File: src/rtl/rst_seq_fpga.sv
// Purpose: synchronise/debounce the raw reset sources, wait for a stable lock window, then release core and peripheral resets in order.
// Latency: async pin to reset assertion is 2 sync edges + 1 (plus DebounceCycles for the pushbutton); release follows the lock/stage timers.
// Backpressure: none; outputs are level reset signals. Optional cause/count outputs are enabled by RST_SEQ_CAUSE_EN.
module rst_seq_fpga #(
    parameter int LockStableCycles = 1024,
    parameter int DebounceCycles   = 16,
    parameter int StageGap         = 8
) (
    input  logic       clk_i,
    input  logic       rst_i,
    input  logic       pll_locked_i,
    input  logic       ext_rst_ni,
    input  logic       jtag_srst_ni,
    input  logic       sw_rst_req_i,
    output logic       rst_core_no,
    output logic       rst_periph_no,
    output logic       rst_done_o
`ifdef RST_SEQ_CAUSE_EN
    ,
    output logic [3:0] rst_cause_o,
    output logic [7:0] rst_count_o
`endif
);

    localparam int LOCK_W = $clog2(LockStableCycles + 1);
    localparam int DEB_W  = $clog2(DebounceCycles + 1);
    localparam int GAP_W  = $clog2(StageGap + 1);

    typedef enum logic [2:0] {
        HOLD       = 3'd0,
        WAIT_LOCK  = 3'd1,
        REL_CORE   = 3'd2,
        REL_PERIPH = 3'd3,
        RUN        = 3'd4
    } state_t;

    state_t            state, state_nxt;
    logic [LOCK_W-1:0] lock_cnt, lock_cnt_nxt;
    logic [GAP_W-1:0]  gap_cnt, gap_cnt_nxt;
    logic [DEB_W-1:0]  deb_cnt;

    logic pll_meta, pll_sync;
    logic ext_meta, ext_sync;
    logic jtag_meta, jtag_sync;
    logic deb_ext;

    logic good;
    logic fault;
    logic hold_entry;

    // Two-flop synchronisers for the three asynchronous sources; reset to 0 so sources start "bad".
    always_ff @(posedge clk_i) begin
        if (rst_i) begin
            pll_meta  <= 1'b0;
            pll_sync  <= 1'b0;
            ext_meta  <= 1'b0;
            ext_sync  <= 1'b0;
            jtag_meta <= 1'b0;
            jtag_sync <= 1'b0;
        end else begin
            pll_meta  <= pll_locked_i;
            pll_sync  <= pll_meta;
            ext_meta  <= ext_rst_ni;
            ext_sync  <= ext_meta;
            jtag_meta <= jtag_srst_ni;
            jtag_sync <= jtag_meta;
        end
    end

    // Pushbutton debounce: accept a new level only after DebounceCycles consecutive disagreeing cycles.
    always_ff @(posedge clk_i) begin
        if (rst_i) begin
            deb_ext <= 1'b0;
            deb_cnt <= '0;
        end else if (ext_sync != deb_ext) begin
            if (deb_cnt == DEB_W'(DebounceCycles - 1)) begin
                deb_ext <= ext_sync;
                deb_cnt <= '0;
            end else begin
                deb_cnt <= deb_cnt + 1'b1;
            end
        end else begin
            deb_cnt <= '0;
        end
    end

    assign good  = pll_sync & deb_ext & jtag_sync;
    assign fault = ~good | sw_rst_req_i;

    // Next-state and counter logic; a fault in any released state wins over a same-cycle stage advance.
    always_comb begin
        state_nxt    = state;
        lock_cnt_nxt = lock_cnt;
        gap_cnt_nxt  = gap_cnt;
        hold_entry   = 1'b0;
        case (state)
            HOLD: begin
                lock_cnt_nxt = '0;
                if (fault) begin
                    gap_cnt_nxt = '0;
                end else if (gap_cnt == GAP_W'(StageGap - 1)) begin
                    gap_cnt_nxt = '0;
                    state_nxt   = WAIT_LOCK;
                end else begin
                    gap_cnt_nxt = gap_cnt + 1'b1;
                end
            end
            WAIT_LOCK: begin
                gap_cnt_nxt = '0;
                if (!good) begin
                    lock_cnt_nxt = '0;
                end else if (lock_cnt == LOCK_W'(LockStableCycles - 1)) begin
                    lock_cnt_nxt = '0;
                    state_nxt    = REL_CORE;
                end else begin
                    lock_cnt_nxt = lock_cnt + 1'b1;
                end
            end
            REL_CORE: begin
                if (fault) begin
                    gap_cnt_nxt = '0;
                    state_nxt   = HOLD;
                    hold_entry  = 1'b1;
                end else if (gap_cnt == GAP_W'(StageGap - 1)) begin
                    gap_cnt_nxt = '0;
                    state_nxt   = REL_PERIPH;
                end else begin
                    gap_cnt_nxt = gap_cnt + 1'b1;
                end
            end
            REL_PERIPH: begin
                gap_cnt_nxt = '0;
                hold_entry  = fault;
                state_nxt   = fault ? HOLD : RUN;
            end
            RUN: begin
                gap_cnt_nxt = '0;
                if (fault) begin
                    state_nxt  = HOLD;
                    hold_entry = 1'b1;
                end
            end
            default: begin
                state_nxt    = HOLD;
                gap_cnt_nxt  = '0;
                lock_cnt_nxt = '0;
            end
        endcase
    end

    // State, counters and registered decode of the next state onto the reset outputs.
    always_ff @(posedge clk_i) begin
        if (rst_i) begin
            state         <= HOLD;
            lock_cnt      <= '0;
            gap_cnt       <= '0;
            rst_core_no   <= 1'b0;
            rst_periph_no <= 1'b0;
            rst_done_o    <= 1'b0;
        end else begin
            state         <= state_nxt;
            lock_cnt      <= lock_cnt_nxt;
            gap_cnt       <= gap_cnt_nxt;
            rst_core_no   <= (state_nxt == REL_CORE) || (state_nxt == REL_PERIPH) || (state_nxt == RUN);
            rst_periph_no <= (state_nxt == REL_PERIPH) || (state_nxt == RUN);
            rst_done_o    <= (state_nxt == RUN);
        end
    end

`ifdef RST_SEQ_CAUSE_EN
    // Latch the fault terms on each fall-back into HOLD and count such events, saturating at 255.
    always_ff @(posedge clk_i) begin
        if (rst_i) begin
            rst_cause_o <= 4'b0000;
            rst_count_o <= 8'h00;
        end else if (hold_entry) begin
            rst_cause_o <= {sw_rst_req_i, ~jtag_sync, ~deb_ext, ~pll_sync};
            if (rst_count_o != 8'hFF) begin
                rst_count_o <= rst_count_o + 8'h01;
            end
        end
    end
`endif

endmodule

File: config.mk
export PLATFORM = sky130hd
export DESIGN_NAME = rst_seq_fpga
export DESIGN_NICKNAME = d
export VERILOG_FILES = /design/src/rtl/rst_seq_fpga.sv
export SDC_FILE = /design/constraint.sdc
export NUM_CORES = 1
export LEC_CHECK = 0
export BUFFER_PORTS_ARGS = -buffer_cell sky130_fd_sc_hd__buf_2
export CORE_ASPECT_RATIO = 2
export CORE_MARGIN = 4
export CORE_UTILIZATION = 50
export DETAILED_ROUTE_END_ITERATION = 12
export GPL_TIMING_DRIVEN = 0
export PLACE_DENSITY = 0.68
export SLEW_MARGIN = 20
export SYNTH_ARGS = -nofsm -noshare
export SYNTH_HDL_FRONTEND = slang
export SYNTH_SLANG_ARGS = --single-unit
File: constraint.sdc
create_clock -name clk_i -period 2.1 [get_ports clk_i]
set_input_delay 0.42 -clock clk_i [delete_from_list [all_inputs] [get_ports clk_i]]
set_output_delay 0.42 -clock clk_i [all_outputs]
set_load 0.1 [all_outputs]
==> results of run 1 <==
==> cell type report <==
cell class              instances  area, sq um  share of cell area (%)
clock inverters                 2         13.8                   0.858
multi-input cells             108          739                    46.1
inverters                       5         18.8                    1.17
well taps                      29         36.3                    2.26
repair buffers                  8         40.0                    2.50
plain buffers                   3         12.5                   0.780
clock buffers                   6         82.6                    5.15
flip-flops and latches         33          661                    41.2
==> per-stage QoR <==
| stage | utilization (%) | instances | hold slack [ps] | setup WS [ps] | power [mW] |
|---|---|---|---|---|---|
| 2_1_floorplan | - | 149 | 414 | 549 | 0.659 |
| 3_3_place_gp | 55.1 | 186 | 417 | 407 | 0.669 |
| 3_5_place_dp | 55.1 | 186 | 427 | 359 | 0.670 |
| 4_1_cts | 58.6 | 194 | 337 | 331 | 1.16 |
| 5_1_grt | 58.6 | 194 | 359 | 218 | 1.20 |
| 6_report | 58.6 | 194 | 343 | 345 | 1.15 |
==> power breakdown <==
group          leakage (nW)  switching, mW  internal (mW)
clock                0.0512          0.227          0.265
combinational         0.272         0.0125        0.00900
sequential            0.267        0.00206          0.632
==> worst paths after layout <==
| check | end | slack [ps] | depth (start not counted) |
|---|---|---|---|
| worst min register to register | jtag_sync | 440 | 1 |
| worst max register to register | rst_periph_no | 350 | 6 |
| worst max-delay path | rst_periph_no | 350 | 6 |
| worst min-delay path | ext_meta | 340 | 2 |
==> Yosys cell counts (2+ instances only) <==
cell,count
ha_1,4
xnor2_1,3
nand2b_1,2
o21ai_0,4
nand3b_1,3
nand2_1,8
nand3_1,8
nand4_1,2
nor2b_1,8
nor4_1,2
and3_1,4
xor2_1,4
a31oi_1,5
or3_1,3
inv_1,5
nor3_1,2
o21ai_1,3
nor2_1,13
dfxtp_1,33
a21oi_1,5
==> worst max-delay path: cells and delay by family (launching register included) <==
family | cells | cell delay (ps)
and+or+nand+nor | 2 | 530
DFF | 1 | 390
buffers and inverters | 1 | 190
AOI/OAI and AO/OA | 2 | 340
adders and majority gates | 1 | 250
==> cells by family after synthesis <==
group / count (synthesis) / share of synthesized area, %
AO/OA/AOI/OAI: 26 / 12.8
XOR/XNOR: 7 / 4.28
adder cells (fa/ha/maj): 4 / 3.50
buffers and inverters: 8 / 2.18
flip-flops: 33 / 46.2
multiplexers: 1 / 0.699
AND/OR/NAND/NOR: 70 / 30.4
==> registers in the layout (all words and copies together), names as in the netlist <==
| name | count |
|---|---|
| jtag_sync | 1 |
| gap_cnt | 4 |
| lock_cnt | 11 |
| pll_meta | 1 |
| rst_core_no | 1 |
| rst_done_o | 1 |
| jtag_meta | 1 |
| ext_meta | 1 |
| state | 3 |
| pll_sync | 1 |
| deb_ext | 1 |
| ext_sync | 1 |
| deb_cnt | 5 |
| rst_periph_no | 1 |
==> layout by cell type, fill, tap and decap left out, types with 4 or more instances in the layout <==
| master | instances |
|---|---|
| dfxtp_1 | 33 |
| o21ai_0 | 4 |
| xor2_1 | 4 |
| nand3_1 | 8 |
| nor2_1 | 13 |
| a31oi_1 | 5 |
| nor2b_1 | 8 |
| inv_1 | 5 |
| ha_1 | 4 |
| nand2_1 | 8 |
| clkbuf_8 | 6 |
| and3_1 | 4 |
| buf_2 | 9 |
| a21oi_1 | 5 |
==> layer usage <==
layer  GRT usage [%]  share of wire [%]  vias up
met5               0                  0        -
met4            10.9                3.5        0
met3            3.89                2.9        8
met2            31.2                 58       24
met1            17.2                 36      536
li1                -                  -      563
==> metrics.md, run 1 <==
| Metric | Value |
|---|---|
| Outcome | `finished, final reports clean` |
| Placement Cell Area | `1510 sq um` |
| Root buffer cell | `clkbuf_8` |
| Final-report setup violation count | `0` |
| I/O pins | `9` |
| Clock H-tree levels | `2` |
| Initial core utilization | `52.3%` |
| Leakage | `0.591 nW` |
| Final Wtd Congestion | `0.782` |
| Avg WL per Cell | `between 10 and 15 um` |
| CP Class | `flop to flop` |
| Avg Cell Area, Syn | `9.61 sq um` |
| Post-Route Setup TNS | `0 ps` |
| Antenna Nets Post-Route | `0` |
| Count of cell types in the netlist | `48` |
| Clock Skew | `approximately 3.5 ps` |
| Clk buf depth | `2` |
| Final Max Slew Viols | `0` |
| Unrepaired setup endpoints after global routing | `false` |
| Seq/Total Area, Yosys | `46.2%` |
| Initial antenna violation count | `0` |
| Largest net degree at the start of global routing | `12` |
| Routed Wire Length | `2.77 mm` |
| CTS tree | `yes` |
| Ant diodes | `0` |
| IO buf count | `8` |
| Worst EP arrival | `1980 ps` |
| Yosys top cell by area | `dfxtp_1` |
| Post-layout min period | `1750 ps` |
| Post-DR vias/cell | `a little under 6` |
| Fin crit share | `between 80% and 90%` |
| FMAX | `0.570 GHz` |
| Initial DRC count | `16` |
| Dpl hpwl | `around 2.1 mm` |
| Number of enable flip-flop cells after synthesis | `0` |
| First-pass GRT wire length | `just over 5 mm` |
| Synthesized flop and latch total | `33` |
| Worst-Skew Late Latency | `~280 ps` |
| Syn nets | `159` |
| Req. time, crit path | `2330 ps` |
| Vias in the first global route | `1174` |
| Drt pass-1 iters | `4` |
| CTS clk-pin slew, worst paths | `70 ps` |
| Final hold vios | `0` |
| Top_reg_cell synth | `dfxtp_1` |
| Fillers | `around 270` |
| Die height | `83.7 um` |
| Crit end category | `flop` |
| Post-CTS setup buffer count | `0` |
| Number of remaining DRC errors | `0` |
| Synthesized cell area | `1430 sq um` |
| Critical-path top delay cell | `dfxtp_1` |
| PwrDens | `715 nW/um^2` |
| Layout area overhead | `12.1%` |
| Hold Crit Class | `primary input to flop` |
| Crit start category | `flop` |
| CP Cell Sequence | `ha_1 -> nand3_2 -> or3_1 -> buf_2 -> o31ai_4 -> a21o_1` |
| Tightest Pin Transition | `548 ps` |
| Core area | `2740 sq um` |
| Maximum vdd drop | `0.570 mV` |
| Synth top area share | `46.2%` |
| Die ar. | `3830 sq um` |
| Reg-to-reg startpoint | `lock_cnt[0]` |
| Post-CTS sizing | `0` |
| Worst slew margin | `63.4%` |
| CP max FO | `8` |
| Max-cap violations | `0` |
| Total CTS buffers | `5` |
| Critical Path Start | `lock_cnt[0]` |
| Largest stage delay on the critical path | `390 ps` |
| Row cnt | `27` |
| CTS sink cnt | `33` |
| Tot GR Track Use | `17.8%` |
| Final Cell Area | `1600 sq um` |
| Via count | `between 1000 and 1500` |
| Fin nets | `between 150 and 200` |
| Ys async rst share | `0%` |
| Cells after Synth | `149` |
| Hold Startpoint | `ext_rst_ni` |
| Warnings, synthesis | `0` |
| Die W | `45.8 um` |
| # hold bufs at CTS | `0` |
| Top cells by area, synth | `dfxtp_1 (46%), ha_1 (3.5%), nor2b_1 (3.5%), nor2_1 (3.4%), nand3_1 (2.8%)` |
| Remaining Overflow, GRT | `0` |
| Share of layout cells above drive strength 1 | `16.4%` |
(Power assumes the default switching activity.)
==> inputs of run 2 (changes only) <==
==> constraint.sdc (replaced) <==
create_clock -name clk_i -period 1.7 [get_ports clk_i]
set_input_delay 0.34 -clock clk_i [delete_from_list [all_inputs] [get_ports clk_i]]
set_output_delay 0.34 -clock clk_i [all_outputs]
set_load 0.1 [all_outputs]
==> run 2 against run 1 <==
Net effect:
- flip-flop and latch count stayed put
- combinational power rose by 23%
- global-route usage did not move
- utilization up 1.1 points
- clock power rose by 24%
- wire length rose by 1.9%
- sequential power rose by 23%
==> metrics.md, run 2 (synthesis results as in run 1) <==
| Metric | Value |
|---|---|
| Largest register FFs | `11 (unchanged)` |
| Final Wtd Congestion | `0.782 (unchanged)` |
| Final Max Slew Viols | `0 (unchanged)` |
| Routed met1 length | `1.00 mm (was 992 um)` |
| Placed cell count | `186 (unchanged)` |
| Fin crit share | `94.6% (was 83.5%)` |
| Most common cell after layout, fill and taps aside | `dfxtp_1 (unchanged)` |
| Leakage | `0.591 nW (about the same)` |
| Ant diodes | `0 (unchanged)` |
| Share of layout cells above drive strength 1 | `18.2% (was 16.4%)` |
| Largest net degree at the start of global routing | `12 (unchanged)` |
| Vias in the first global route | `1172 (was 1174)` |
| Initial antenna violation count | `0 (unchanged)` |
| Die ar. | `3830 sq um (unchanged)` |
| Drt pass-1 iters | `4 (unchanged)` |
| Post-layout min period | `1610 ps (was 1750 ps)` |
| Clk buf depth | `2 (unchanged)` |
| Commonest cells after routing, fill and taps aside | `dfxtp_1 (31), nor2_1 (13) (was dfxtp_1 (33), nor2_1 (13), buf_2 (9))` |
| First-pass GRT wire length | `5.04 mm (unchanged)` |
| Maximum vdd drop | `0.617 mV (was 0.570 mV)` |
| Total CTS buffers | `5 (unchanged)` |
| Outcome | `finished, final reports clean (unchanged)` |
| Setup slack after placement | `-40.6 ps (was 359 ps)` |
| Crit path setup slack, layout | `91.3 ps (was 345 ps)` |
| Tightest Pin Transition | `547 ps (was 548 ps)` |
| Unrepaired setup endpoints after global routing | `false (unchanged)` |
| Remaining Overflow, GRT | `0 (unchanged)` |
| Highest routed metal layer | `met4 (unchanged)` |
| Worst-Skew Late Latency | `280 ps (about the same)` |
| Finished Layout Cells | `194 (unchanged)` |
| Antenna Nets Post-Route | `0 (unchanged)` |
| FMAX | `0.622 GHz (was 0.570 GHz)` |
| Routed Wire Length | `2.83 mm (was 2.77 mm)` |
| Clock H-tree levels | `2 (unchanged)` |
| I/O pins | `9 (unchanged)` |
| Clock Skew | `2.97 ps (was 3.50 ps)` |
| WL met3 | `70 um (was 80 um)` |
| Post-Route Setup TNS | `0 ps (unchanged)` |
| Crit end category | `flop (unchanged)` |
| Root buffer cell | `clkbuf_8 (unchanged)` |
| Layout area overhead | `14.2% (was 12.1%)` |
| Hold Crit Class | `primary input to flop (unchanged)` |
| Die W | `45.8 um (unchanged)` |
| Post-DR vias/cell | `5.82 (was 5.83)` |
| PwrDens | `866 nW/um^2 (was 715 nW/um^2)` |
| Final-report setup violation count | `0 (unchanged)` |
| Crit start category | `flop (unchanged)` |
| CP max FO | `8 (unchanged)` |
| Number of remaining DRC errors | `0 (unchanged)` |
| Final Util | `59.7% (was 58.6%)` |
| Row cnt | `27 (unchanged)` |
| Dpl hpwl | `2.15 mm (unchanged)` |
| # hold bufs at CTS | `0 (unchanged)` |
| Initial DRC count | `25 (was 16)` |
| Worst EP arrival | `1840 ps (was 1980 ps)` |
| Hold slack | `262 ps (was 343 ps)` |
| Avg WL per Cell | `14.6 um (was 14.3 um)` |
| Die height | `83.7 um (unchanged)` |
| Max-cap violations | `0 (unchanged)` |
| Final hold vios | `0 (unchanged)` |
| Tot GR Track Use | `17.8% (unchanged)` |
| Routed wl met2 | `1.65 mm (was 1.60 mm)` |
| Biggest register | `lock_cnt (unchanged)` |
| IO buf count | `8 (unchanged)` |
| Via count | `1130 (was 1131)` |
| CTS clk-pin slew, worst paths | `70 ps (about the same)` |
| CP Class | `flop to flop (unchanged)` |
| Largest registers | `lock_cnt: 11 flops, deb_cnt: 5 flops, gap_cnt: 4 flops (unchanged)` |
| Initial core utilization | `52.3% (unchanged)` |
| Worst slew margin | `63.5% (was 63.4%)` |
| Core area | `2740 sq um (unchanged)` |
| Fin nets | `174 (unchanged)` |
| CTS tree | `yes (unchanged)` |
| CTS sink cnt | `33 (unchanged)` |
| Req. time, crit path | `1930 ps (was 2330 ps)` |
==> run 2: changes by cell type in the layout (fill, tap and decap cells not counted), sizes merged <==
cell	previous run	this run
clkbuf	7	8
buf	10	9
==> run 2: metrics by stage <==
step           total power [mW]  cell area [sq um]
2_1_floorplan             0.814               1430
3_3_place_gp              0.826               1510
3_5_place_dp              0.828               1510
4_1_cts                    1.44               1610
5_1_grt                    1.47               1630
6_report                   1.41               1630
==> run 2: what timing repair did <==
item                       4_1_cts  5_1_grt
buffers inserted                 0        0
hold endpoints to repair         0        0
gates resized for setup          3        5
setup endpoints to repair        6        8
==> run 2: final timing paths <==
kind | startpoint | endpoint | slack [ps] | cells after the start
setup / recovery | lock_cnt[0] | rst_periph_no | 90 | 6
setup reg to reg | lock_cnt[0] | rst_periph_no | 90 | 6
hold reg to reg | jtag_meta | jtag_sync | 440 | 1
hold / removal | ext_rst_ni | ext_meta | 260 | 2
==> run 2: layout make-up <==
type / instances / area, sq um
Fill cell: 264 / 1100
Multi-Input combinational cell: 108 / 759
Sequential cell: 33 / 668
Clock buffer: 6 / 82.6
Timing Repair Buffer: 8 / 40.0
Tap cell: 29 / 36.3
Inverter: 5 / 18.8
Buffer: 3 / 15.0
Clock inverter: 2 / 13.8
==> run 2: critical path: stages (launching register included) <==
cell and delay [ps]:
dfxtp_4 380, ha_4 160, nand3_4 100, or3_1 380, clkbuf_4 190, o31ai_4 200, a21o_1 140
==> run 2: where the power goes <==
part / internal [mW] / leakage [nW] / switching (mW)
Sequential: 0.777 / 0.269 / 0.00255
Clock: 0.327 / 0.0512 / 0.281
Combinational: 0.0111 / 0.271 / 0.0153
Total: 1.12 / 0.591 / 0.299
==> run 2: routing by layer <==
layer	global-route usage (%)	up-vias
li1	-	562
met1	17.2	542
met2	31.2	17
met3	3.89	9
met4	10.9	0
met5	0	-
==> inputs of run 3 (changes only) <==
--- a/config.mk
+++ b/config.mk
@@ -6,12 +6,12 @@
 export NUM_CORES = 1
 export LEC_CHECK = 0
 export BUFFER_PORTS_ARGS = -buffer_cell sky130_fd_sc_hd__buf_2
-export CORE_ASPECT_RATIO = 2
 export CORE_MARGIN = 4
-export CORE_UTILIZATION = 50
+export CORE_UTILIZATION = 56
 export DETAILED_ROUTE_END_ITERATION = 12
 export GPL_TIMING_DRIVEN = 0
-export PLACE_DENSITY = 0.68
+export PLACE_DENSITY = 0.74
+export SETUP_SLACK_MARGIN = 0.2
 export SLEW_MARGIN = 20
 export SYNTH_ARGS = -nofsm -noshare
 export SYNTH_HDL_FRONTEND = slang
==> run 3 against run 2 <==
Net effect:
- global-route usage is 2.2 points higher
- sequential share of layout area is 2.3 points lower
- die area is 11% lower
- clock power is 22% lower
- via count is 4.0% higher
- utilization is 13 points higher
- clock skew is 8.8 ps higher
- hold slack worse by 68 ps
- flip-flop and latch count stayed put
- cell count is 5.7% higher
- maximum frequency is 4.7% higher
==> metrics.md, run 3 (synthesis results as in run 1) <==
| Metric | Value |
|---|---|
| Req. time, crit path | `1990 ps (was 1930 ps)` |
| Remaining Overflow, GRT | `0 (unchanged)` |
| CP Class | `flop to flop (unchanged)` |
| Routed met1 length | `1.22 mm (was 1.00 mm)` |
| Critical Path Start | `lock_cnt[6] (was lock_cnt[0])` |
| Setup slack after placement | `73.8 ps (was -40.6 ps)` |
| Largest net degree at the start of global routing | `12 (unchanged)` |
| Number of remaining DRC errors | `0 (unchanged)` |
| Initial core utilization | `58.3% (was 52.3%)` |
| Final-report setup violation count | `0 (unchanged)` |
| Crit end category | `flop (unchanged)` |
| Avg WL per Cell | `14.6 um (about the same)` |
| CP endpoint | `rst_core_no (was rst_periph_no)` |
| Vias in the first global route | `1157 (was 1172)` |
| FMAX | `0.651 GHz (was 0.622 GHz)` |
| CP max FO | `8 (unchanged)` |
| Die ar. | `3430 sq um (was 3830 sq um)` |
| Outcome | `finished, final reports clean (unchanged)` |
| Row cnt | `18 (was 27)` |
| Highest routed metal layer | `met4 (unchanged)` |
| Reg-to-reg startpoint | `lock_cnt[6] (was lock_cnt[0])` |
| Final hold vios | `0 (unchanged)` |
| Root buffer cell | `clkbuf_4 (was clkbuf_8)` |
| Routed Wire Length | `3.00 mm (was 2.83 mm)` |
| Unrepaired setup endpoints after global routing | `true (was false)` |
| Antenna Nets Post-Route | `0 (unchanged)` |
| Reg2Reg Depth | `5 (was 6)` |
| Maximum vdd drop | `0.679 mV (was 0.617 mV)` |
| Largest register FFs | `11 (unchanged)` |
| Initial antenna violation count | `0 (unchanged)` |
| Worst R2R Setup Slack | `160 ps (was 90 ps)` |
| Worst EP arrival | `1820 ps (was 1840 ps)` |
| Crit path depth | `5 (was 6)` |
| I/O pins | `9 (unchanged)` |
| Crit path setup slack, layout | `164 ps (was 91.3 ps)` |
| Die W | `58.6 um (was 45.8 um)` |
| Worst slew margin | `65.3% (was 63.5%)` |
| IO buf count | `8 (unchanged)` |
| Tot GR Track Use | `20.0% (was 17.8%)` |
| Via count | `1175 (was 1130)` |
| Fin crit share | `90.4% (was 94.6%)` |
| Crit start category | `flop (unchanged)` |
| Share of layout cells above drive strength 1 | `37.1% (was 18.2%)` |
| Final Cell Area | `1780 sq um (was 1630 sq um)` |
| Core area | `2450 sq um (was 2740 sq um)` |
| Largest stage delay on the critical path | `410 ps (was 380 ps)` |
| Final Max Slew Viols | `0 (unchanged)` |
| Tightest Pin Transition | `521 ps (was 547 ps)` |
| Routed wl met2 | `1.59 mm (was 1.65 mm)` |
| Initial DRC count | `26 (was 25)` |
| CTS tree | `yes (unchanged)` |
| CP Cell Sequence | `nand4_4 -> or3_4 -> buf_8 -> o31ai_4 -> or2_1 (was ha_4 -> nand3_4 -> or3_1 -> clkbuf_4 -> o31ai_4 -> a21o_1)` |
| Post-Route Setup TNS | `0 ps (unchanged)` |
| CTS clk-pin slew, worst paths | `110 ps (was 70 ps)` |
| Clock H-tree levels | `2 (unchanged)` |
| Most common cell after layout, fill and taps aside | `dfxtp_1 (unchanged)` |
| CP delay by family, top | `simple AND/OR/NAND/NOR gates (unchanged)` |
| Overall power | `1.28 mW (was 1.41 mW)` |
| Reg2reg end | `rst_core_no (was rst_periph_no)` |
| Clk buf depth | `2 (unchanged)` |
| Layout area overhead | `24.4% (was 14.2%)` |
| Max-cap violations | `0 (unchanged)` |
| Leakage | `0.660 nW (was 0.591 nW)` |
| Commonest cells after routing, fill and taps aside | `dfxtp_1 (20), buf_4 (10), nor2_1 (9), dfxtp_2 (9) (was dfxtp_1 (31), nor2_1 (13))` |
| Worst-Skew Late Latency | `350 ps (was 280 ps)` |
| PwrDens | `718 nW/um^2 (was 866 nW/um^2)` |
| Worst path bufs/invs | `1 (unchanged)` |
| Fin nets | `184 (was 174)` |
| # hold bufs at CTS | `0 (unchanged)` |
| Hold Crit Class | `primary input to flop (unchanged)` |
| Largest registers | `lock_cnt: 11 flops, deb_cnt: 5 flops, gap_cnt: 4 flops (unchanged)` |
| Biggest register | `lock_cnt (unchanged)` |
| WL met3 | `124 um (was 70 um)` |
| Die height | `58.6 um (was 83.7 um)` |
| Post-layout min period | `1540 ps (was 1610 ps)` |
| Post-DR vias/cell | `5.73 (was 5.82)` |
| Total CTS buffers | `5 (unchanged)` |
| Placement Cell Area | `1530 sq um (was 1510 sq um)` |
| CTS sink cnt | `33 (unchanged)` |
| Drt pass-1 iters | `5 (was 4)` |
| Dpl hpwl | `1.95 mm (was 2.15 mm)` |
| Final Wtd Congestion | `0.778 (was 0.782)` |
| Critical-path top delay cell | `or3_4 (was dfxtp_4)` |
| Clock Skew | `11.8 ps (was 2.97 ps)` |
| Ant diodes | `0 (unchanged)` |
| First-pass GRT wire length | `5.11 mm (was 5.04 mm)` |
[run 3: cell count changes in the layout (fill, tap and decap cells not counted), moves of 3 or more]
cell / change
clkbuf_8: -5
dfxtp_1: -11
buf_4: +10
nor2_2: +3
nor2_1: -4
clkbuf_4: +4
dfxtp_2: +9
[run 3: worst min-delay path by stage]
stage,from,endpoint,cells past startpoint
2_1_floorplan,ext_meta,ext_sync,1
6_report,ext_rst_ni,ext_meta,2
5_1_grt,jtag_srst_ni,jtag_meta,2
4_1_cts,ext_rst_ni,ext_meta,2
3_5_place_dp,jtag_meta,jtag_sync,1
3_3_place_gp,ext_meta,ext_sync,1
[run 3: layout make-up]
type	count	area, sq um
Multi-Input combinational cell	108	835
Clock inverter	2	13.8
Fill cell	187	674
Timing Repair Buffer	18	115
Sequential cell	33	687
Buffer	3	22.5
Inverter	5	18.8
Clock buffer	6	51.3
Tap cell	30	37.5
[run 3: power breakdown]
group	total [mW]	switching, mW	internal [mW]
clock network	0.473	0.271	0.201
logic	0.0298	0.0172	0.0126
registers	0.776	0.00299	0.773
total	1.28	0.292	0.987
[run 3: routing by layer]
metal  track usage (%)  up-vias
met3              5.04        8
met5                 0        -
li1                  -      584
met4              13.2        0
met2              34.0       22
met1              21.8      561
[run 3: timing repair]
item,in CTS,in global routing
resized for setup,22,14
setup buffers,7,3
pin swaps,6,9
endpoints found under the setup margin,20,18
gates cloned,0,0
[run 3: worst register-to-register path, delay by kind of cell (launching register included)]
kind / cells / cell delay [ps]
DFF: 1 / 390
AOI/OAI and AO/OA: 1 / 220
buffers and inverters: 1 / 150
and+or+nand+nor: 3 / 730
[run 3: metrics by stage]
step                      utilization (%)  hold slack (ps)  cells
after global placement               62.2              417    187
after detailed placement             62.2              425    187
after CTS                            69.7              195    202
after global routing                 72.5              181    205
final                                72.5              194    205
after floorplan                         -              414    149
